### config.mk
export PLATFORM = sky130hd
export DESIGN_NAME = adc_capture_ctrl_flat
export DESIGN_NICKNAME = d
export VERILOG_FILES = /design/src/rtl/adc_capture_ctrl_if.sv /design/src/rtl/adc_capture_ctrl.sv /design/src/flat_wrapper.sv
export SDC_FILE = /design/constraint.sdc
export NUM_CORES = 1
export LEC_CHECK = 0
export BUFFER_PORTS_ARGS = -buffer_cell sky130_fd_sc_hd__buf_2
export CAP_MARGIN = 15
export CORE_MARGIN = 2
export CORE_UTILIZATION = 53
export DETAILED_ROUTE_END_ITERATION = 7
export PLACE_DENSITY_LB_ADDON = 0.25
export SYNTH_ARGS = -nofsm -noshare
export SYNTH_HDL_FRONTEND = slang
export SYNTH_SLANG_ARGS = --single-unit
### constraint.sdc
create_clock -name clk_50M -period 2.8 [get_ports clk_50M]
set_clock_uncertainty 0.15 [all_clocks]
set_input_delay 0.56 -clock clk_50M [delete_from_list [all_inputs] [get_ports clk_50M]]
set_output_delay 0.56 -clock clk_50M [all_outputs]
set_load 0.02 [all_outputs]
### src/rtl/adc_capture_ctrl_if.sv
// ADC serial pins and FIFO write-side signals shared between the capture controller and
// its ADC/FIFO neighbours.
interface adc_capture_ctrl_if;
    logic        ad_sdata;
    logic        ad_cs_n;
    logic        ad_sclk;
    logic        fifo_full;
    logic        fifo_wrreq;
    logic [11:0] fifo_data;
    logic        fifo_clr;

    modport master (
        input  ad_sdata,
        input  fifo_full,
        output ad_cs_n,
        output ad_sclk,
        output fifo_wrreq,
        output fifo_data,
        output fifo_clr
    );

    modport slave (
        output ad_sdata,
        output fifo_full,
        input  ad_cs_n,
        input  ad_sclk,
        input  fifo_wrreq,
        input  fifo_data,
        input  fifo_clr
    );
endinterface

### src/rtl/adc_capture_ctrl.sv
// Windowed capture from a serial 14-bit-frame ADC into the correlator sample FIFO.
// Every output is taken from a register that is loaded from next-state values.
module adc_capture_ctrl #(
    parameter int unsigned SCLK_HALF       = 2,
    parameter int unsigned QUIET_CYCLES    = 4,
    parameter int unsigned START_DELAY     = 0,
    parameter int unsigned CAPTURE_SAMPLES = 8000
) (
    input  logic                       clk_50M,
    input  logic                       rst_n,
    input  logic                       sys_start_pulse,
    adc_capture_ctrl_if.master         bus,
    output logic [15:0]                sample_cnt,
    output logic                       capture_busy,
    output logic                       capture_done,
    output logic                       overflow
);

    localparam logic [15:0] HalfLast   = 16'(SCLK_HALF - 1);
    localparam logic [15:0] ConvLast   = 16'(28 * SCLK_HALF - 1);
    localparam logic [15:0] QuietLast  = 16'(QUIET_CYCLES - 1);
    localparam logic [15:0] DelayLast  = 16'(START_DELAY);
    localparam logic [15:0] NumSamples = 16'(CAPTURE_SAMPLES);

    typedef enum logic [2:0] {StIdle, StDelay, StConv, StQuiet, StDone} state_e;

    state_e      state_q, state_d;
    logic [15:0] tmr_q, tmr_d;
    logic [15:0] half_q, half_d;
    logic [13:0] shift_q, shift_d;
    logic [11:0] data_q, data_d;
    logic [15:0] cnt_q, cnt_d;
    logic        cs_n_q, cs_n_d;
    logic        sclk_q, sclk_d;
    logic        wrreq_q, wrreq_d;
    logic        clr_q, clr_d;
    logic        ovf_q, ovf_d;
    logic        busy_q, busy_d;
    logic        done_q, done_d;

    always_ff @(posedge clk_50M or negedge rst_n) begin
        if (!rst_n) begin
            state_q <= StIdle;
            tmr_q   <= '0;
            half_q  <= '0;
            shift_q <= '0;
            data_q  <= '0;
            cnt_q   <= '0;
            cs_n_q  <= 1'b1;
            sclk_q  <= 1'b1;
            wrreq_q <= 1'b0;
            clr_q   <= 1'b0;
            ovf_q   <= 1'b0;
            busy_q  <= 1'b0;
            done_q  <= 1'b0;
        end else begin
            state_q <= state_d;
            tmr_q   <= tmr_d;
            half_q  <= half_d;
            shift_q <= shift_d;
            data_q  <= data_d;
            cnt_q   <= cnt_d;
            cs_n_q  <= cs_n_d;
            sclk_q  <= sclk_d;
            wrreq_q <= wrreq_d;
            clr_q   <= clr_d;
            ovf_q   <= ovf_d;
            busy_q  <= busy_d;
            done_q  <= done_d;
        end
    end

    always_comb begin
        state_d = state_q;
        tmr_d   = tmr_q;
        half_d  = half_q;
        shift_d = shift_q;
        data_d  = data_q;
        cnt_d   = cnt_q;
        sclk_d  = 1'b1;
        wrreq_d = 1'b0;
        clr_d   = 1'b0;
        ovf_d   = ovf_q;

        // A start always wins: any partial frame or pending write is abandoned.
        if (sys_start_pulse) begin
            state_d = StDelay;
            tmr_d   = '0;
            half_d  = '0;
            shift_d = '0;
            cnt_d   = '0;
            ovf_d   = 1'b0;
            clr_d   = 1'b1;
        end else begin
            unique case (state_q)
                StDelay: begin
                    if (tmr_q == DelayLast) begin
                        state_d = StConv;
                        tmr_d   = '0;
                        half_d  = '0;
                        sclk_d  = 1'b0;
                    end else begin
                        tmr_d = tmr_q + 16'd1;
                    end
                end
                StConv: begin
                    tmr_d  = tmr_q + 16'd1;
                    sclk_d = sclk_q;
                    if (half_q == HalfLast) begin
                        half_d = '0;
                        sclk_d = ~sclk_q;
                        if (!sclk_q) shift_d = {shift_q[12:0], bus.ad_sdata};
                    end else begin
                        half_d = half_q + 16'd1;
                    end
                    // The final high phase ends here; the shift register already holds the frame.
                    if (tmr_q == ConvLast) begin
                        state_d = StQuiet;
                        tmr_d   = '0;
                        sclk_d  = 1'b1;
                        cnt_d   = (cnt_q == 16'hFFFF) ? cnt_q : cnt_q + 16'd1;
                        if (bus.fifo_full) begin
                            ovf_d = 1'b1;
                        end else begin
                            wrreq_d = 1'b1;
                            data_d  = shift_q[11:0];
                        end
                    end
                end
                StQuiet: begin
                    if (tmr_q == QuietLast) begin
                        tmr_d = '0;
                        if (cnt_q == NumSamples) begin
                            state_d = StDone;
                        end else begin
                            state_d = StConv;
                            half_d  = '0;
                            sclk_d  = 1'b0;
                        end
                    end else begin
                        tmr_d = tmr_q + 16'd1;
                    end
                end
                default: ;
            endcase
        end

        cs_n_d = (state_d != StConv);
        busy_d = (state_d == StDelay) || (state_d == StConv) || (state_d == StQuiet);
        done_d = (state_d == StDone);
    end

    assign bus.ad_cs_n    = cs_n_q;
    assign bus.ad_sclk    = sclk_q;
    assign bus.fifo_wrreq = wrreq_q;
    assign bus.fifo_data  = data_q;
    assign bus.fifo_clr   = clr_q;
    assign sample_cnt     = cnt_q;
    assign capture_busy   = busy_q;
    assign capture_done   = done_q;
    assign overflow       = ovf_q;

endmodule

### src/flat_wrapper.sv
// flat-port wrapper written by rule: the top's interface ports become plain ports
module adc_capture_ctrl_flat 
#(
    parameter int unsigned SCLK_HALF       = 2,
    parameter int unsigned QUIET_CYCLES    = 4,
    parameter int unsigned START_DELAY     = 0,
    parameter int unsigned CAPTURE_SAMPLES = 8000
)
  (clk_50M, rst_n, sys_start_pulse, sample_cnt, capture_busy, capture_done, overflow, bus_ad_sdata, bus_fifo_full, bus_ad_cs_n, bus_ad_sclk, bus_fifo_wrreq, bus_fifo_data, bus_fifo_clr);
  adc_capture_ctrl_if bus_i ();
  input  logic clk_50M;
  input  logic rst_n;
  input  logic sys_start_pulse;
  output logic [15:0] sample_cnt;
  output logic capture_busy;
  output logic capture_done;
  output logic overflow;
  input wire logic [$bits(bus_i.ad_sdata)-1:0] bus_ad_sdata;
  input wire logic [$bits(bus_i.fifo_full)-1:0] bus_fifo_full;
  output wire logic [$bits(bus_i.ad_cs_n)-1:0] bus_ad_cs_n;
  output wire logic [$bits(bus_i.ad_sclk)-1:0] bus_ad_sclk;
  output wire logic [$bits(bus_i.fifo_wrreq)-1:0] bus_fifo_wrreq;
  output wire logic [$bits(bus_i.fifo_data)-1:0] bus_fifo_data;
  output wire logic [$bits(bus_i.fifo_clr)-1:0] bus_fifo_clr;
  assign bus_i.ad_sdata = bus_ad_sdata;
  assign bus_i.fifo_full = bus_fifo_full;
  assign bus_ad_cs_n = bus_i.ad_cs_n;
  assign bus_ad_sclk = bus_i.ad_sclk;
  assign bus_fifo_wrreq = bus_i.fifo_wrreq;
  assign bus_fifo_data = bus_i.fifo_data;
  assign bus_fifo_clr = bus_i.fifo_clr;
  adc_capture_ctrl #(.SCLK_HALF(SCLK_HALF), .QUIET_CYCLES(QUIET_CYCLES), .START_DELAY(START_DELAY), .CAPTURE_SAMPLES(CAPTURE_SAMPLES)) u_core (.clk_50M(clk_50M), .rst_n(rst_n), .sys_start_pulse(sys_start_pulse), .bus(bus_i), .sample_cnt(sample_cnt), .capture_busy(capture_busy), .capture_done(capture_done), .overflow(overflow));
endmodule
==> results of run 1 <==
power by group through the flow:
stage | Clock, uW | Sequential, uW | Combinational [uW]
CTS | 1030 | 1260 | 415
finish | 996 | 1260 | 416
global route | 1070 | 1270 | 469
global placement | 0 | 1280 | 410
detailed placement | 0 | 1280 | 413
floorplan | 0 | 1280 | 256
sequential cells by signal (all words and copies together) (netlist names):
name and cells:
u_core.state_q 3, u_core.tmr_q 16, u_core.half_q 16, u_core.bus.ad_cs_n 1
u_core.shift_q 12, u_core.bus.fifo_data 12, u_core.bus.ad_sclk 1, u_core.sample_cnt 16
u_core.overflow 1, u_core.bus.fifo_wrreq 1, u_core.bus.fifo_clr 1, u_core.capture_busy 1
u_core.capture_done 1
routing by layer:
metal	vias up	global-route usage	part of all wire
li1	1697	-	-
met1	1690	0.315	0.47
met2	72	0.355	0.47
met3	20	0.0580	0.042
met4	0	0.0907	0.021
met5	-	0	0
through the flow:
stage,instance area [sq um],total power [uW],setup WS (ns)
2_1_floorplan,4240,1540,0.105
3_3_place_gp,4670,1690,0.114
3_5_place_dp,4670,1690,0.0827
4_1_cts,4900,2700,0.0722
5_1_grt,4900,2800,0.0107
6_report,4900,2670,0.0795
worst max-delay path by stage:
stage	start	cells past startpoint	endpoint
after global placement	u_core.tmr_q[9]$_DFFE_PN0N_	4	u_core.bus.fifo_data[11]$_DFFE_PN0P_
after global routing	u_core.tmr_q[9]$_DFFE_PN0N_	7	u_core.tmr_q[5]$_DFFE_PN0N_
after detailed placement	u_core.tmr_q[9]$_DFFE_PN0N_	4	u_core.bus.fifo_data[11]$_DFFE_PN0P_
final	u_core.tmr_q[8]$_DFFE_PN0N_	4	u_core.bus.fifo_data[4]$_DFFE_PN0P_
after floorplan	u_core.tmr_q[9]$_DFFE_PN0N_	5	u_core.bus.fifo_data[10]$_DFFE_PN0P_
after CTS	u_core.tmr_q[8]$_DFFE_PN0N_	4	u_core.bus.fifo_data[4]$_DFFE_PN0P_
cell usage in the layout (no fill, tap or decap), types with 3 or more instances in the layout:
cell and count:
dfrtp_1 80, buf_2 38, xor2_1 3, or4_4 4, nand4_1 11, nand2_1 35, mux2_4 10, nor2_1 32
o211ai_1 6, o21ai_0 24, a211oi_1 3, mux2_2 3, a21oi_1 30, clkbuf_8 9, buf_4 22, nor4b_1 3
nand3_1 23, inv_1 11, nor3_1 9, and3_1 7, inv_6 3, and4_1 8, nor4_1 8, o22ai_1 3
or3_1 14, ha_1 6, o31ai_1 7, mux2i_1 14, a31oi_1 7, xnor2_1 8
cells by family after synthesis:
kind of cell,count (synthesis),share of synthesized area
multiplexers,27,0.0765
AND/OR/NAND/NOR,174,0.230
XOR/XNOR,11,0.0227
AO/OA/AOI/OAI,97,0.141
flip-flops,82,0.485
buffers and inverters,28,0.0272
adder cells (fa/ha/maj),6,0.0177
worst register-to-register path, stage by stage, from the launching register on:
cell and delay, ns:
dfrtp_1 0.43, or4_4 0.54, or4_4 0.58, or4_4 0.57, mux2_4 0.34
cell type report:
type                    count  area, sq um  area share
clock buffers               9          124      0.0253
clock inverters             7          106      0.0217
inverters                  11         41.3     0.00842
multi-input cells         315         2070       0.423
flip-flops and latches     82         2050       0.419
well taps                 102          128      0.0260
repair buffers             61          375      0.0766
==> reports/metrics.cfg, run 1 <==
[run_status]
status=finished, final reports clean

[floorplan]
ioPinCount=40
die-area_sq_um=8720
start_util=0.548
die_x_um=93.4
placementRows=32
fp.dieH_um=93.4
fp.coreArea_sq_um=7730

[power_and_ir_drop]
switchingPower_uw=779
power.internal_uw=1890
swShare=0.291
combinationalPowerShare=0.156
power_frac_seq=0.471
p_leak_uw=0.00216
vdd_ir_drop_max_uv=417
p_per_area_nw_per_um2=545
p_clk_frac=0.373

[synth]
ys_seq_area_frac=0.485
synth_nets=436
yosys.area.top_type=dfrtp_1
synth_area_leaders=dfrtp_1 47%, a21oi_1 3.5%, mux2_4 3.5%
synth-seq-cells=82
synth_cell_types=58
synth_edf_count=0
syn_inst=425
syn-cell-area_sq_um=4240
ys_async_sr_fraction=1.00
syn_area_per_cell_sq_um=9.97
synth_top_area_share=0.473
synthTopCellsByCount=80 x dfrtp_1, 35 x nand2_1, 32 x nor2_1
synth_warnings=0
yosysMostFrequentCell=dfrtp_1
synth_ff_type=dfrtp_1

[worst_setup_path]
cp_num_buf_inv=0
worst_path_most_repeated_cell=or4_4
cp_slowest_cell=or4_4
worstSetupEndpointType=flop
critPathTopFamily=simple AND/OR/NAND/NOR gates
reg2reg_slack_ns=0.08
r2r-end=u_core.bus.fifo_data[4]$_DFFE_PN0P_
critPathArrivalTime_ns=2.83
critPathRequiredTime_ns=2.91
path_max_fanout=12
crit_path_max_incr_delay_ns=0.58
crit_type=reg -> reg
reg2reg_from=u_core.tmr_q[8]$_DFFE_PN0N_
crit_chain=or4_4 -> or4_4 -> or4_4 -> mux2_4
r2r_cells=4
start_kind=flop

[detailed_routing]
wl_per_cell_um=15.7
finalWirelength_um=9230
drt-initial-drc-count=160
detail-route-antenna-nets=0
dr.pass1.iters=4
viasPerCell=5.93
num_vias=3479
drc=0

[clocking]
clockBufferDepth=2
cts_max_level=3
cts_sinks=82
ctsHoldBuffers=0
clkTransAtPathRegs_ns=0.10
clk_latency_ns=0.38
cts_tree=done
cts_setup_buffers=0
cts-resized-gates=0
clockRootBuffer=clkbuf_8
cts_made_buffers=9

[timing]
maxSlewHeadroom=0.510
tns_ns=0
final_max_slew_viol_count=0
setup-violations-final=0
worst_pin_slew_ns=0.729
holdWs_ns=0.0506
finalCritPeriodShare=0.972
max_freq_ghz=0.368
post-route-min-period_ns=2.72
rsz0062_at_grt=no
hold_viol_final=0

[run]
cap_violations=0

[final_layout]
stdcell_count=587
final_util=0.634
area_growth_pct=15.7
n_antenna_cell=0
nets=491
drive_gt1_frac=0.216
fillerInstances=664

[place]
io_buffers=39
placed_cells=571
gp_congestion=0.858
hpwl_um=6500

[global_routing]
grt_first_pass_wirelength_um=16000
antenna_found_initial=0
grt_start_max_net_pins=52
grtUsageTotal=0.231
grt_pass1_vias=3397
grt_overflow=0

[min_path]
hold_class=in -> async

Note: power is estimated with default switching activity, not from simulation.
==> run 2: changes to the inputs <==
==> constraint.sdc (replaced) <==
create_clock -name clk_50M -period 2.8 [get_ports clk_50M]
set_clock_uncertainty 0.15 [all_clocks]
set_input_delay 0.28 -clock clk_50M [delete_from_list [all_inputs] [get_ports clk_50M]]
set_output_delay 0.28 -clock clk_50M [all_outputs]
set_load 0.02 [all_outputs]
==> reports/metrics.cfg, run 2 (synthesized netlist as in run 1, its figures left out) <==
[clocking]
clkTransAtPathRegs_ns=0.08  ; -0.02 ns
cts_tree=done
cts_sinks=82  ; unchanged
clockRootBuffer=clkbuf_8
clk_latency_ns=0.35  ; -0.03 ns
cts_max_level=3  ; unchanged
clockBufferDepth=2  ; unchanged
cts_made_buffers=9  ; unchanged

[power_and_ir_drop]
power_uw=2610  ; -2.5%
vdd_ir_drop_max_uv=268  ; -36%
p_leak_uw=0.00214  ; -1.1%
p_per_area_nw_per_um2=534  ; -2.0%

[global_routing]
grtUsageTotal=0.213  ; -0.0174
grt_pass1_vias=3166  ; -6.8%
antenna_found_initial=0  ; unchanged
grt_overflow=0  ; unchanged
grt_first_pass_wirelength_um=15100  ; -5.9%
grt_start_max_net_pins=83  ; +60%

[floorplan]
die-area_sq_um=8720  ; unchanged
die_x_um=93.4  ; unchanged
fp.dieH_um=93.4  ; unchanged
ioPinCount=40  ; unchanged
start_util=0.548  ; unchanged
fp.coreArea_sq_um=7730  ; unchanged
placementRows=32  ; unchanged

[worst_setup_path]
path_max_fanout=12  ; unchanged
worstSetupEndpointType=flop
start_kind=flop
reg2reg_slack_ns=0.06  ; about the same
critPathRequiredTime_ns=2.88  ; -0.03 ns
r2r_cells=4  ; unchanged
reg2reg_from=u_core.tmr_q[9]$_DFFE_PN0N_
critPathArrivalTime_ns=2.81  ; -0.02 ns
r2r-end=u_core.bus.fifo_data[7]$_DFFE_PN0P_
crit_type=reg -> reg

[detailed_routing]
wl_per_cell_um=15.1  ; -4.2%
dr.pass1.iters=4  ; unchanged
detail-route-antenna-nets=0  ; unchanged
finalWirelength_um=8830  ; -4.3%
viasPerCell=5.87  ; -0.95%
drc=0  ; unchanged
num_vias=3440  ; -1.1%
drt-initial-drc-count=175  ; +9.4%

[run]
cap_violations=0  ; unchanged

[timing]
maxSlewHeadroom=0.333  ; -0.177
setup-violations-final=0  ; unchanged
rsz0062_at_grt=no
tns_ns=0  ; unchanged
finalCritPeriodShare=0.977  ; +0.00524
holdWs_ns=0.0620  ; +0.0114 ns
max_freq_ghz=0.366  ; -0.54%
final_max_slew_viol_count=0  ; unchanged
hold_viol_final=0  ; unchanged
worst_pin_slew_ns=1.00  ; +0.271 ns
post-route-min-period_ns=2.74  ; +0.0147 ns

[run_status]
status=finished, final reports clean

[min_path]
holdPathStages=3
hold_class=in -> reg
min_to=u_core.shift_q[0]$_DFFE_PN0P_
hp-start=bus_ad_sdata

[final_layout]
most-common-layout-cells=80 x dfrtp_1, 38 x buf_2, 35 x nand2_1, 32 x nor2_1, 30 x a21oi_1
nets=490  ; -0.20%
mostFrequentLayoutCell=dfrtp_1
final_util=0.631  ; -0.00291
n_antenna_cell=0  ; unchanged
area_growth_pct=15.2
final_cell_area_sq_um=4880  ; -0.46%
drive_gt1_frac=0.211  ; -0.00575
fillerInstances=626  ; -5.7%

[place]
place_area_sq_um=4640  ; -0.75%
io_buffers=39  ; unchanged
gp_congestion=0.842  ; -1.8%
hpwl_um=6070  ; -6.7%

[run 2: changes by cell type in the layout (fill, tap and decap cells not counted)]
cell | previous run | this run
clkbuf_1 | 0 | 1
buf_4 | 22 | 20
dlygate4sd3_1 | 0 | 2
clkinv_2 | 0 | 1
clkinvlp_4 | 0 | 2
a31oi_1 | 7 | 6
clkinv_4 | 1 | 0
inv_6 | 3 | 1
buf_12 | 1 | 0
inv_8 | 1 | 0
a31oi_2 | 0 | 1
[run 2: timing repair]
action	CTS	global route
setup endpoints to repair	0	4
buffers inserted	0	0
hold buffers	2	0
endpoints found under the hold margin	71	0
resized for setup	0	1
[run 2: worst max-delay path, stage by stage (launching register included)]
cell	delay [ns]
dfrtp_1	0.42
or4_4	0.55
or4_4	0.58
or4_4	0.57
mux2_4	0.34
[run 2: where the power goes]
| part | switching [uW] | internal (uW) | leakage (uW) | total, uW |
|---|---|---|---|---|
| logic | 265 | 150 | 0.000910 | 415 |
| registers | 36.9 | 1220 | 0.00113 | 1260 |
| clock network | 427 | 504 | 0.000103 | 931 |
[run 2: layout make-up]
cell class                      instances  area (sq um)  area share
Multi-Input combinational cell        315          2080       0.426
Sequential cell                        82          2050       0.421
Inverter                               11          41.3     0.00846
Timing Repair Buffer                   60           360      0.0739
Tap cell                              102           128      0.0262
Clock buffer                           10           128      0.0262
Clock inverter                          6          88.8      0.0182
[run 2: routing by layer]
metal  vias up  share of wire  GRT usage  wire (um)
met5         -              0          0          0
met4         0         0.0086     0.0539         76
met3         8          0.039     0.0459        346
met2        73           0.47      0.332       4130
met1      1663           0.48      0.305       4280
li1       1696              -          -          -
[run 2: metrics by stage]
step / setup WS [ns] / std cells
after floorplan: 0.105 / 425
after global placement: 0.112 / 568
after detailed placement: 0.0844 / 568
after CTS: 0.0689 / 586
after global routing: 0.00150 / 586
final: 0.0649 / 586
[run 2: how the worst max path moves through the flow]
stage                                startpoint                              endpoint  depth (start not counted)
finish              u_core.tmr_q[9]$_DFFE_PN0N_   u_core.bus.fifo_data[7]$_DFFE_PN0P_                          4
global route        u_core.tmr_q[9]$_DFFE_PN0N_      u_core.sample_cnt[4]$_DFFE_PN0P_                          5
CTS                 u_core.tmr_q[9]$_DFFE_PN0N_   u_core.bus.fifo_data[7]$_DFFE_PN0P_                          4
detailed placement  u_core.tmr_q[9]$_DFFE_PN0N_   u_core.bus.fifo_data[7]$_DFFE_PN0P_                          4
global placement    u_core.tmr_q[9]$_DFFE_PN0N_   u_core.bus.fifo_data[3]$_DFFE_PN0P_                          4
floorplan           u_core.tmr_q[9]$_DFFE_PN0N_  u_core.bus.fifo_data[10]$_DFFE_PN0P_                          5
==> run 3: changes to the inputs <==
--- a/config.mk
+++ b/config.mk
@@ -10,7 +10,7 @@
 export CORE_MARGIN = 2
 export CORE_UTILIZATION = 53
 export DETAILED_ROUTE_END_ITERATION = 7
-export PLACE_DENSITY_LB_ADDON = 0.25
+export PLACE_DENSITY = 0.78
 export SYNTH_ARGS = -nofsm -noshare
 export SYNTH_HDL_FRONTEND = slang
 export SYNTH_SLANG_ARGS = --single-unit
==> reports/metrics.cfg, run 3 (synthesized netlist as in run 1, its figures left out) <==
[global_routing]
met1_usage=0.308  ; +0.00236
grt-busiest-layer=met2
grt_pass1_vias=3370  ; +6.4%
grt_overflow=0  ; unchanged
grt_first_pass_wirelength_um=15700  ; +4.1%
use_met3=0.0500  ; +0.00403
grtUsageTotal=0.223  ; +0.00917
antenna_found_initial=0  ; unchanged
globalRouteMet2Util=0.354  ; +0.0222
grt_start_max_net_pins=83  ; unchanged

[final_layout]
area_growth_pct=14.8
nets=487  ; -0.61%
final_cell_area_sq_um=4860  ; -0.31%
n_antenna_cell=0  ; unchanged
most-common-layout-cells=80 x dfrtp_1, 38 x buf_2, 35 x nand2_1, 32 x nor2_1, 30 x a21oi_1
drive_gt1_frac=0.206  ; -0.00492
final_util=0.629  ; -0.00194
mostFrequentLayoutCell=dfrtp_1

[timing]
tns_ns=0  ; unchanged
worst_pin_slew_ns=1.00  ; +0.00314 ns
finalCritPeriodShare=0.974  ; -0.00321
fin_ws_ns=0.0739  ; +0.00899 ns
final_max_slew_viol_count=0  ; unchanged
rsz0062_at_grt=no
max_freq_ghz=0.367  ; +0.33%
hold_viol_final=0  ; unchanged
post-route-min-period_ns=2.73  ; -0.00899 ns
setup-violations-final=0  ; unchanged
maxSlewHeadroom=0.331  ; -0.00209

[place]
place_area_sq_um=4610  ; -0.65%
dp_slack_ns=0.0832  ; -0.00120 ns
gp_congestion=0.863  ; +2.5%
hpwl_um=6250  ; +3.0%
io_buffers=39  ; unchanged

[clocking]
clkTransAtPathRegs_ns=0.09  ; about the same
cts_tree=done
clockRootBuffer=clkbuf_8
clk_latency_ns=0.36  ; about the same
cts_sinks=82  ; unchanged
clockBufferDepth=2  ; unchanged
cts_max_level=3  ; unchanged
cts_made_buffers=9  ; unchanged

[detailed_routing]
drt-initial-drc-count=206  ; +18%
finalWirelength_um=9110  ; +3.2%
wl_per_cell_um=15.6  ; +3.7%
viasPerCell=5.99  ; +2.0%
dr.pass1.iters=5  ; +1
drc=0  ; unchanged
num_vias=3492  ; +1.5%
detail-route-antenna-nets=0  ; unchanged

[worst_setup_path]
reg2reg_slack_ns=0.07  ; about the same
start_kind=flop
critPathArrivalTime_ns=2.83  ; +0.02 ns
worst_path_most_repeated_cell=or4_4
cp_slowest_cell=or4_4
path_max_fanout=12  ; unchanged
crit_type=reg -> reg
crit_chain=or4_4 -> or4_4 -> or4_4 -> mux2_4
reg2reg_from=u_core.tmr_q[9]$_DFFE_PN0N_
worstSetupEndpointType=flop
critPathRequiredTime_ns=2.90  ; +0.02 ns
crit_path_start=u_core.tmr_q[9]$_DFFE_PN0N_
crit_path_max_incr_delay_ns=0.57  ; about the same

[floorplan]
fp.dieH_um=93.4  ; unchanged
die_x_um=93.4  ; unchanged
placementRows=32  ; unchanged
ioPinCount=40  ; unchanged
die-area_sq_um=8720  ; unchanged
fp.coreArea_sq_um=7730  ; unchanged
start_util=0.548  ; unchanged

[min_path]
hold_class=in -> reg
hp-start=bus_ad_sdata

[power_and_ir_drop]
p_per_area_nw_per_um2=549  ; +2.7%
vdd_ir_drop_max_uv=283  ; +5.8%
power_uw=2670  ; +2.4%
p_leak_uw=0.00214  ; about the same

[run]
cap_violations=0  ; unchanged

[run_status]
status=finished, final reports clean

## run 3: area by class of cell
class	instances	area [sq um]
fillers	627	2860
multi-input cells	315	2070
flip-flops and latches	82	2050
repair buffers	57	338
well taps	102	128
clock buffers	9	124
clock inverters	7	106
inverters	11	41.3
## run 3: final timing paths
kind / cells after the start / endpoint
min: 3 / u_core.shift_q[0]$_DFFE_PN0P_
max in group asynchronous: 2 / u_core.tmr_q[11]$_DFFE_PN0N_
min reg2reg: 1 / u_core.tmr_q[14]$_DFFE_PN0N_
max reg2reg: 4 / u_core.bus.fifo_data[3]$_DFFE_PN0P_
max: 4 / u_core.bus.fifo_data[3]$_DFFE_PN0P_
min in group asynchronous: 2 / u_core.shift_q[11]$_DFFE_PN0P_
## run 3: repair_timing
action / CTS / global route
hold buffers: 2 / 0
endpoints found under the setup margin: 0 / 5
endpoints found under the hold margin: 81 / 0
buffers inserted: 0 / 1
resized for setup: 0 / 0
## run 3: worst max-delay path: cells and delay by family, from the launching register on
kind             cells  cell delay, ns
DFF                  1            0.43
muxes                1            0.34
and+or+nand+nor      3            1.69
## run 3: stage by stage
| stage | hold WS [ns] | std cells |
|---|---|---|
| floorplan | -0.166 | 425 |
| global placement | 0.325 | 564 |
| detailed placement | 0.333 | 564 |
| CTS | 0.0112 | 582 |
| global route | 0.0604 | 583 |
| finish | 0.0248 | 583 |
## run 3: where the power goes
| part | switching, uW | internal [uW] |
|---|---|---|
| registers | 44.7 | 1220 |
| logic | 261 | 145 |
| clock network | 476 | 520 |
| total | 782 | 1890 |
## run 3: layer usage
layer	routed length (um)	share of wire
met3	480	0.053
met1	4240	0.47
met5	0	0
met2	4350	0.48
met4	34	0.0037
